<file path="config.mk">
export PLATFORM = sky130hd
export DESIGN_NAME = fft_bitrev_reorder
export DESIGN_NICKNAME = d
export VERILOG_FILES = /design/src/rtl/fft_pkg.sv /design/src/rtl/fft_reorder_bank.sv /design/src/rtl/fft_bitrev_reorder.sv
export SDC_FILE = /design/constraint.sdc
export NUM_CORES = 1
export LEC_CHECK = 0
export ABC_AREA = 0
export BUFFER_PORTS_ARGS = -buffer_cell sky130_fd_sc_hd__buf_2
export CAP_MARGIN = 5
export CORE_UTILIZATION = 35
export CTS_CLUSTER_SIZE = 25
export DETAILED_ROUTE_END_ITERATION = 10
export SETUP_SLACK_MARGIN = 0.2
export SYNTH_ARGS = -nofsm -noshare
export SYNTH_HDL_FRONTEND = slang
export SYNTH_HIERARCHICAL = 1
export SYNTH_SLANG_ARGS = --single-unit
</file>
<file path="constraint.sdc">
create_clock -name clk -period 5.7 [get_ports clk]
set_input_delay 0.285 -clock clk [delete_from_list [all_inputs] [get_ports clk]]
set_output_delay 0.285 -clock clk [all_outputs]
set_load 0.02 [all_outputs]
</file>
<file path="src/rtl/fft_pkg.sv">
// Shared FFT pipeline types, default sizes and the bit-reversal helper.
package fft_pkg;

    localparam int unsigned FftN    = 3;
    localparam int unsigned FftW    = 16;
    localparam int unsigned FftMaxN = 16;

    typedef struct packed {
        logic signed [FftW-1:0] re;
        logic signed [FftW-1:0] im;
    } cplx_t;

    typedef enum logic [0:0] {
        StIdle,
        StStream
    } rd_state_e;

    // Reverses the low n bits of value; upper bits of the result are zero.
    function automatic logic [FftMaxN-1:0] bitrev(input logic [FftMaxN-1:0] value, input int n);
        logic [FftMaxN-1:0] v;
        logic [FftMaxN-1:0] r;
        v = value;
        r = '0;
        for (int i = 0; i < int'(FftMaxN); i++) begin
            if (i < n) begin
                r = {r[FftMaxN-2:0], v[0]};
                v = v >> 1;
            end
        end
        return r;
    endfunction

endpackage

</file>
<file path="src/rtl/fft_reorder_bank.sv">
// One frame store of 2^N complex entries: one write port, one registered read port.
module fft_reorder_bank #(
    parameter int unsigned N = fft_pkg::FftN,
    parameter type entry_t = fft_pkg::cplx_t
) (
    input  logic         clk,
    input  logic         rst_n,
    input  logic         we,
    input  logic [N-1:0] waddr,
    input  entry_t       wdata,
    input  logic         re,
    input  logic [N-1:0] raddr,
    output entry_t       rdata
);

    entry_t mem [2**N];
    entry_t rdata_q;

    always_ff @(posedge clk) begin
        if (we) begin
            mem[waddr] <= wdata;
        end
    end

    // Read register is reset so the top's outputs come up as zero.
    always_ff @(posedge clk or negedge rst_n) begin
        if (!rst_n) begin
            rdata_q <= '0;
        end else if (re) begin
            rdata_q <= mem[raddr];
        end
    end

    assign rdata = rdata_q;

endmodule

</file>
<file path="src/rtl/fft_bitrev_reorder.sv">
// Ping-pong reorder buffer: bit-reversed FFT stream in, natural-order frames out.
// Optional FFT_REORDER_SCALE_EN: outputs arithmetically shifted right by N.
module fft_bitrev_reorder
    import fft_pkg::*;
#(
    parameter int unsigned N = FftN,
    parameter int unsigned W = FftW
) (
    input  logic                clk,
    input  logic                rst_n,
    input  logic                in_valid,
    input  logic signed [W-1:0] in_re,
    input  logic signed [W-1:0] in_im,
    output logic                out_valid,
    input  logic                out_ready,
    output logic signed [W-1:0] out_re,
    output logic signed [W-1:0] out_im,
    output logic [N-1:0]        out_idx,
    output logic                out_last,
    output logic                overflow
);

    typedef struct packed {
        logic signed [W-1:0] re;
        logic signed [W-1:0] im;
    } sample_t;

    localparam logic [N-1:0] CntMax = '1;

    logic [1:0]   full_q, full_d;
    logic         wr_bank_q, wr_bank_d;
    logic         rd_bank_q, rd_bank_d;
    logic [N-1:0] wr_cnt_q, wr_cnt_d;
    logic [N-1:0] rd_cnt_q, rd_cnt_d;
    rd_state_e    state_q, state_d;
    logic         overflow_q, overflow_d;

    logic               release_bank;
    logic               wr_blocked;
    logic               wr_en;
    logic               rd_load;
    logic               rd_load_bank;
    logic [N-1:0]       rd_addr;
    logic [FftMaxN-1:0] wr_rev;
    logic               unused_rev_hi;
    sample_t            wr_data;
    sample_t            rd_data [2];
    sample_t            out_data;

    assign release_bank = (state_q == StStream) && out_ready && (rd_cnt_q == CntMax);
    // A bank released by the reader this cycle is writable in the same cycle.
    assign wr_blocked   = full_q[wr_bank_q] && !(release_bank && (rd_bank_q == wr_bank_q));
    assign wr_en        = in_valid && !wr_blocked;
    assign wr_rev       = bitrev(FftMaxN'(wr_cnt_q), int'(N));
    assign unused_rev_hi = ^wr_rev[FftMaxN-1:N];
    assign wr_data      = '{re: in_re, im: in_im};

    always_comb begin
        full_d       = full_q;
        wr_bank_d    = wr_bank_q;
        rd_bank_d    = rd_bank_q;
        wr_cnt_d     = wr_cnt_q;
        rd_cnt_d     = rd_cnt_q;
        state_d      = state_q;
        overflow_d   = overflow_q;
        rd_load      = 1'b0;
        rd_load_bank = rd_bank_q;
        rd_addr      = rd_cnt_q;

        if (in_valid && wr_blocked) begin
            overflow_d = 1'b1;
        end

        unique case (state_q)
            StIdle: begin
                if (full_q[rd_bank_q]) begin
                    rd_load = 1'b1;
                    state_d = StStream;
                end
            end
            StStream: begin
                if (out_ready) begin
                    if (rd_cnt_q == CntMax) begin
                        full_d[rd_bank_q] = 1'b0;
                        rd_bank_d         = !rd_bank_q;
                        rd_cnt_d          = '0;
                        if (full_q[!rd_bank_q]) begin
                            rd_load      = 1'b1;
                            rd_load_bank = !rd_bank_q;
                            rd_addr      = '0;
                        end else begin
                            state_d = StIdle;
                        end
                    end else begin
                        rd_cnt_d = rd_cnt_q + 1'b1;
                        rd_load  = 1'b1;
                        rd_addr  = rd_cnt_q + 1'b1;
                    end
                end
            end
            default: state_d = StIdle;
        endcase

        if (wr_en) begin
            wr_cnt_d = wr_cnt_q + 1'b1;
            if (wr_cnt_q == CntMax) begin
                full_d[wr_bank_q] = 1'b1;
                wr_bank_d         = !wr_bank_q;
            end
        end
    end

    always_ff @(posedge clk or negedge rst_n) begin
        if (!rst_n) begin
            full_q     <= '0;
            wr_bank_q  <= 1'b0;
            rd_bank_q  <= 1'b0;
            wr_cnt_q   <= '0;
            rd_cnt_q   <= '0;
            state_q    <= StIdle;
            overflow_q <= 1'b0;
        end else begin
            full_q     <= full_d;
            wr_bank_q  <= wr_bank_d;
            rd_bank_q  <= rd_bank_d;
            wr_cnt_q   <= wr_cnt_d;
            rd_cnt_q   <= rd_cnt_d;
            state_q    <= state_d;
            overflow_q <= overflow_d;
        end
    end

    for (genvar b = 0; b < 2; b++) begin : g_bank
        fft_reorder_bank #(
            .N       (N),
            .entry_t (sample_t)
        ) u_bank (
            .clk   (clk),
            .rst_n (rst_n),
            .we    (wr_en && (wr_bank_q == 1'(b))),
            .waddr (wr_rev[N-1:0]),
            .wdata (wr_data),
            .re    (rd_load && (rd_load_bank == 1'(b))),
            .raddr (rd_addr),
            .rdata (rd_data[b])
        );
    end

    // The bank being drained always owns the presented read register.
    assign out_data = rd_data[rd_bank_q];

`ifdef FFT_REORDER_SCALE_EN
    assign out_re = $signed(out_data.re) >>> N;
    assign out_im = $signed(out_data.im) >>> N;
`else
    assign out_re = out_data.re;
    assign out_im = out_data.im;
`endif

    assign out_valid = (state_q == StStream);
    assign out_idx   = rd_cnt_q;
    assign out_last  = out_valid && (rd_cnt_q == CntMax);
    assign overflow  = overflow_q;

endmodule

</file>
==> flow_summary_export.csv <==
group,metric,value,unit
sta,setup_ws,2.09,ns
synth,synth_edf_count,512,
floorplan,core_area,66300,µm²
synth,ys_warn_count,6,
pwr,power.switching,4.98,mW
routing,drcViolationCount,0,
sta,slew_headroom,18.2,%
critical_path,cp_max_fo,28,
placement,io_buffers,73,
global_route,overflow,0,
pwr,power_frac_seq,39.1,%
worst_hold_path,min-delay-start,"out_ready",
worst_hold_path,holdPathEnd,"out_idx[2]",
pwr,powerDensity,526,nW/µm²
clocking,worst_skew_pair.late_latency,0.61,ns
critical_path,rr_startpoint,"out_idx[0]",
floorplan,start_util,35.7,%
cells_and_area,areaGrowthSynthToFinish,12.4,%
critical_path,startpoint_type,"flop",
outcome,status,"finished clean",
job,cap_violations,0,
synth,synth_cells,1388,
pwr,clkPwrFrac,25.5,%
synth,ys_types,40,
sta,fin_skew,0.0187,ns
global_route,grt_util_all_layers,16.8,%
synth,synth_top_flop_cell,"edfxtp_1",
critical_path,cp_common_cell,"ha_1",
critical_path,required,6.18,ns
sta,tns,0,ns
clocking,htreeDepth,2,
floorplan,dieHeight,262,µm
pwr,p_int,9.03,mW
clocking,root_buffer,"clkbuf_16",
routing,ant_nets,0,
critical_path,cp_top_family,"simple AND/OR/NAND/NOR gates",
global_route,grt_pass1_wl,84.8,mm
critical_path,critPathBufInv,1,
critical_path,critPathMaxStageDelay,0.76,ns
clocking,cts_inserted_buffers,55,
floorplan,ios,74,
clocking,clk_pin_slew,0.06,ns
worst_hold_path,hp-class,"in -> reg",
cells_and_area,layout.nets,1495,
synth,synth_fp_nets,1429,
floorplan,dieArea,68700,µm²
sta,timing.final.crit_share,63.3,%
cells_and_area,drive_gt1_share,16.6,%
worst_hold_path,hold_path_depth,3,
synth,synth-seq-cells,588,
critical_path,cp_slowest_cell,"nor2b_4",
global_route,grt_pass1_vias,12687,
sta,fmax,277,MHz
routing,num_vias,12659,
routing,dr.pass1.iters,5,
clocking,numClockSinks,588,
clocking,cts_tree,"done",
synth,netlist_area,23700,µm²
sta,setup_viol,0,
pwr,swShare,35.5,%
routing,vias_per_cell,5.35,
critical_path,cp-end-kind,"flop",
pwr,p_leak,9.40,nW
routing,routed_wl,57.7,mm
routing,post_drt_wl_per_cell,24.4,µm
synth,ys_seq_area_share,73.0,%
critical_path,reg2reg_slack,2.09,ns
sta,finalHoldViolCount,0,
synth,avgSynthCellArea,17.1,µm²
sta,rsz0062_at_grt,"false",
floorplan,rows,94,
clocking,clk_path_buf_depth,3,
critical_path,path_cells,"ha_1 -> ha_1 -> nor3b_1 -> a21o_2 -> nor2b_4 -> buf_4 -> a22oi_1 -> a41o_1",
sta,maxSlewViolCount,0,
critical_path,criticalPathCategory,"reg -> reg",
placement,gp_congestion,0.754,
routing,dr.first_iter.drc_count,1171,
critical_path,reg2reg_depth,8,
sta,worst_pin_slew,1.23,ns
pwr,vdd_drop_max,0.506,mV
placement,dp_hpwl,31.2,mm
global_route,antenna_found_initial,2,
synth,synthArstFlopShare,12.9,%
global_route,grt_max_degree,176,
pwr,comb_power_share,35.4,%
critical_path,rr_endpoint,"g_bank[1].u_bank/rdata[19]",
placement,pre_cts_slack,2.11,ns
critical_path,worstPathArrival,4.09,ns
cells_and_area,utilization,40.1,%
floorplan,fp.dieW,262,µm
sta,timing.final.crit_period,3.61,ns
## layout by cell type (no fill, tap or decap), drive strengths merged, types with 6 or more instances in the layout
master  Yosys  routed
nand2b     10      10
nand2      12      12
clkbuf     20      67
clkinv      0      28
dfrtp      76      76
a211o      64      64
mux2       34      34
buf        75     103
edfxtp    512     512
o21ai       6       6
a41o       64      64
inv         5       8
nor2       16      16
mux2i     194     194
nand3      68      68
nor2b     130     130
a22oi      65      65
## per-layer routing
layer,vias to the layer above,track usage (%),wire length (µm)
li1,5600,-,-
met1,6598,24.1,26700
met2,381,26.7,26600
met3,78,2.71,3230
met4,2,4.30,1130
met5,-,0,11
## worst reg2reg max path, cell delays in order (launching register included)
cell and delay (ns):
dfrtp_1 0.42, ha_1 0.24, ha_1 0.27, nor3b_1 0.32
a21o_2 0.65, nor2b_4 0.77, buf_4 0.39, a22oi_1 0.14
a41o_1 0.29
## final cells by class
cell class / count / area [µm²]
repair buffers: 104 / 628
clock inverters: 37 / 315
fillers: 6012 / 39700
inverters: 5 / 18.8
well taps: 864 / 1080
diodes: 1 / 2.50
flip-flops and latches: 588 / 17300
clock buffers: 67 / 1420
multi-input cells: 700 / 5870
## how the worst max path moves through the flow
stage / startpoint / end / slack [ns] / depth (start not counted)
global route: out_idx[0] / g_bank[1].u_bank/rdata[19] / 1.89 / 8
detailed placement: out_idx[0] / g_bank[1].u_bank/rdata[19] / 2.11 / 8
finish: out_idx[0] / g_bank[1].u_bank/rdata[19] / 2.09 / 8
CTS: out_idx[0] / g_bank[1].u_bank/rdata[19] / 2.06 / 8
global placement: out_idx[0] / g_bank[1].u_bank/rdata[19] / 2.16 / 8
floorplan: out_idx[0] / g_bank[1].u_bank/mem[0][0] / 1.46 / 7
## cells in the mapped netlist (all sizes together) (2+ instances only)
| cell | count | share of area [%] |
|---|---|---|
| a22oi | 65 | 2.1 |
| nand2b | 10 | 0.33 |
| edfxtp | 512 | 65 |
| nand3 | 68 | 1.4 |
| nor2 | 16 | 0.25 |
| nor3 | 5 | 0.11 |
| o22ai | 5 | 0.13 |
| buf | 75 | 2.7 |
| a41o | 64 | 2.7 |
| mux2 | 34 | 1.6 |
| nor2b | 130 | 3.4 |
| a21oi | 4 | 0.085 |
| o21ai | 6 | 0.13 |
| a211o | 64 | 2.4 |
| ha | 5 | 0.26 |
| mux2i | 194 | 8.2 |
| clkbuf | 20 | 0.33 |
| nand2 | 12 | 0.19 |
| inv | 5 | 0.079 |
| xnor2 | 2 | 0.074 |
| a21o | 5 | 0.16 |
| dfrtp | 76 | 8.0 |
## state kept, by name (all words and copies together) (netlist names)
name and cells:
g_bank.u_bank/mem 512, wr_cnt_q 3, rd_bank_q 1, wr_bank_q 1
full_q 2, g_bank.u_bank/rdata 64, overflow 1, out_idx 3
out_valid 1
## kinds of logic after synthesis
logic type | after synthesis | share of synthesized area (%)
compound gates | 218 | 7.83
xor+xnor | 2 | 0.0740
fa+ha+maj | 5 | 0.264
buf+inv | 100 | 3.09
flops | 588 | 73.0
mux | 228 | 9.82
simple gates | 247 | 5.95
## power groups by stage
stage                     logic (mW)  clock network [mW]  registers [mW]
final                           4.96                3.57            5.48
after global routing            5.28                3.77            5.52
after CTS                       4.98                3.64            5.47
after detailed placement        4.96                   0            5.56
after global placement          4.89                   0            5.54
after floorplan                 3.63                   0            5.47
## stage by stage
step	instances	power (mW)	instance area, µm²	hold slack, ns
6_report	2366	14.0	26600	0.0533
3_5_place_dp	2260	10.5	24900	0.280
5_1_grt	2365	14.6	26600	0.0390
4_1_cts	2365	14.1	26600	0.0183
3_3_place_gp	2260	10.4	24900	0.281
2_1_floorplan	1388	9.11	23700	-0.0106
## repair_timing
| action | in CTS | in global routing |
|---|---|---|
| buffers inserted | 0 | 0 |
| endpoints found under the hold margin | 26 | 0 |
| hold buffers | 1 | 0 |
| gates resized for setup | 0 | 0 |
No activity file was read; power rests on OpenSTA's default activity.
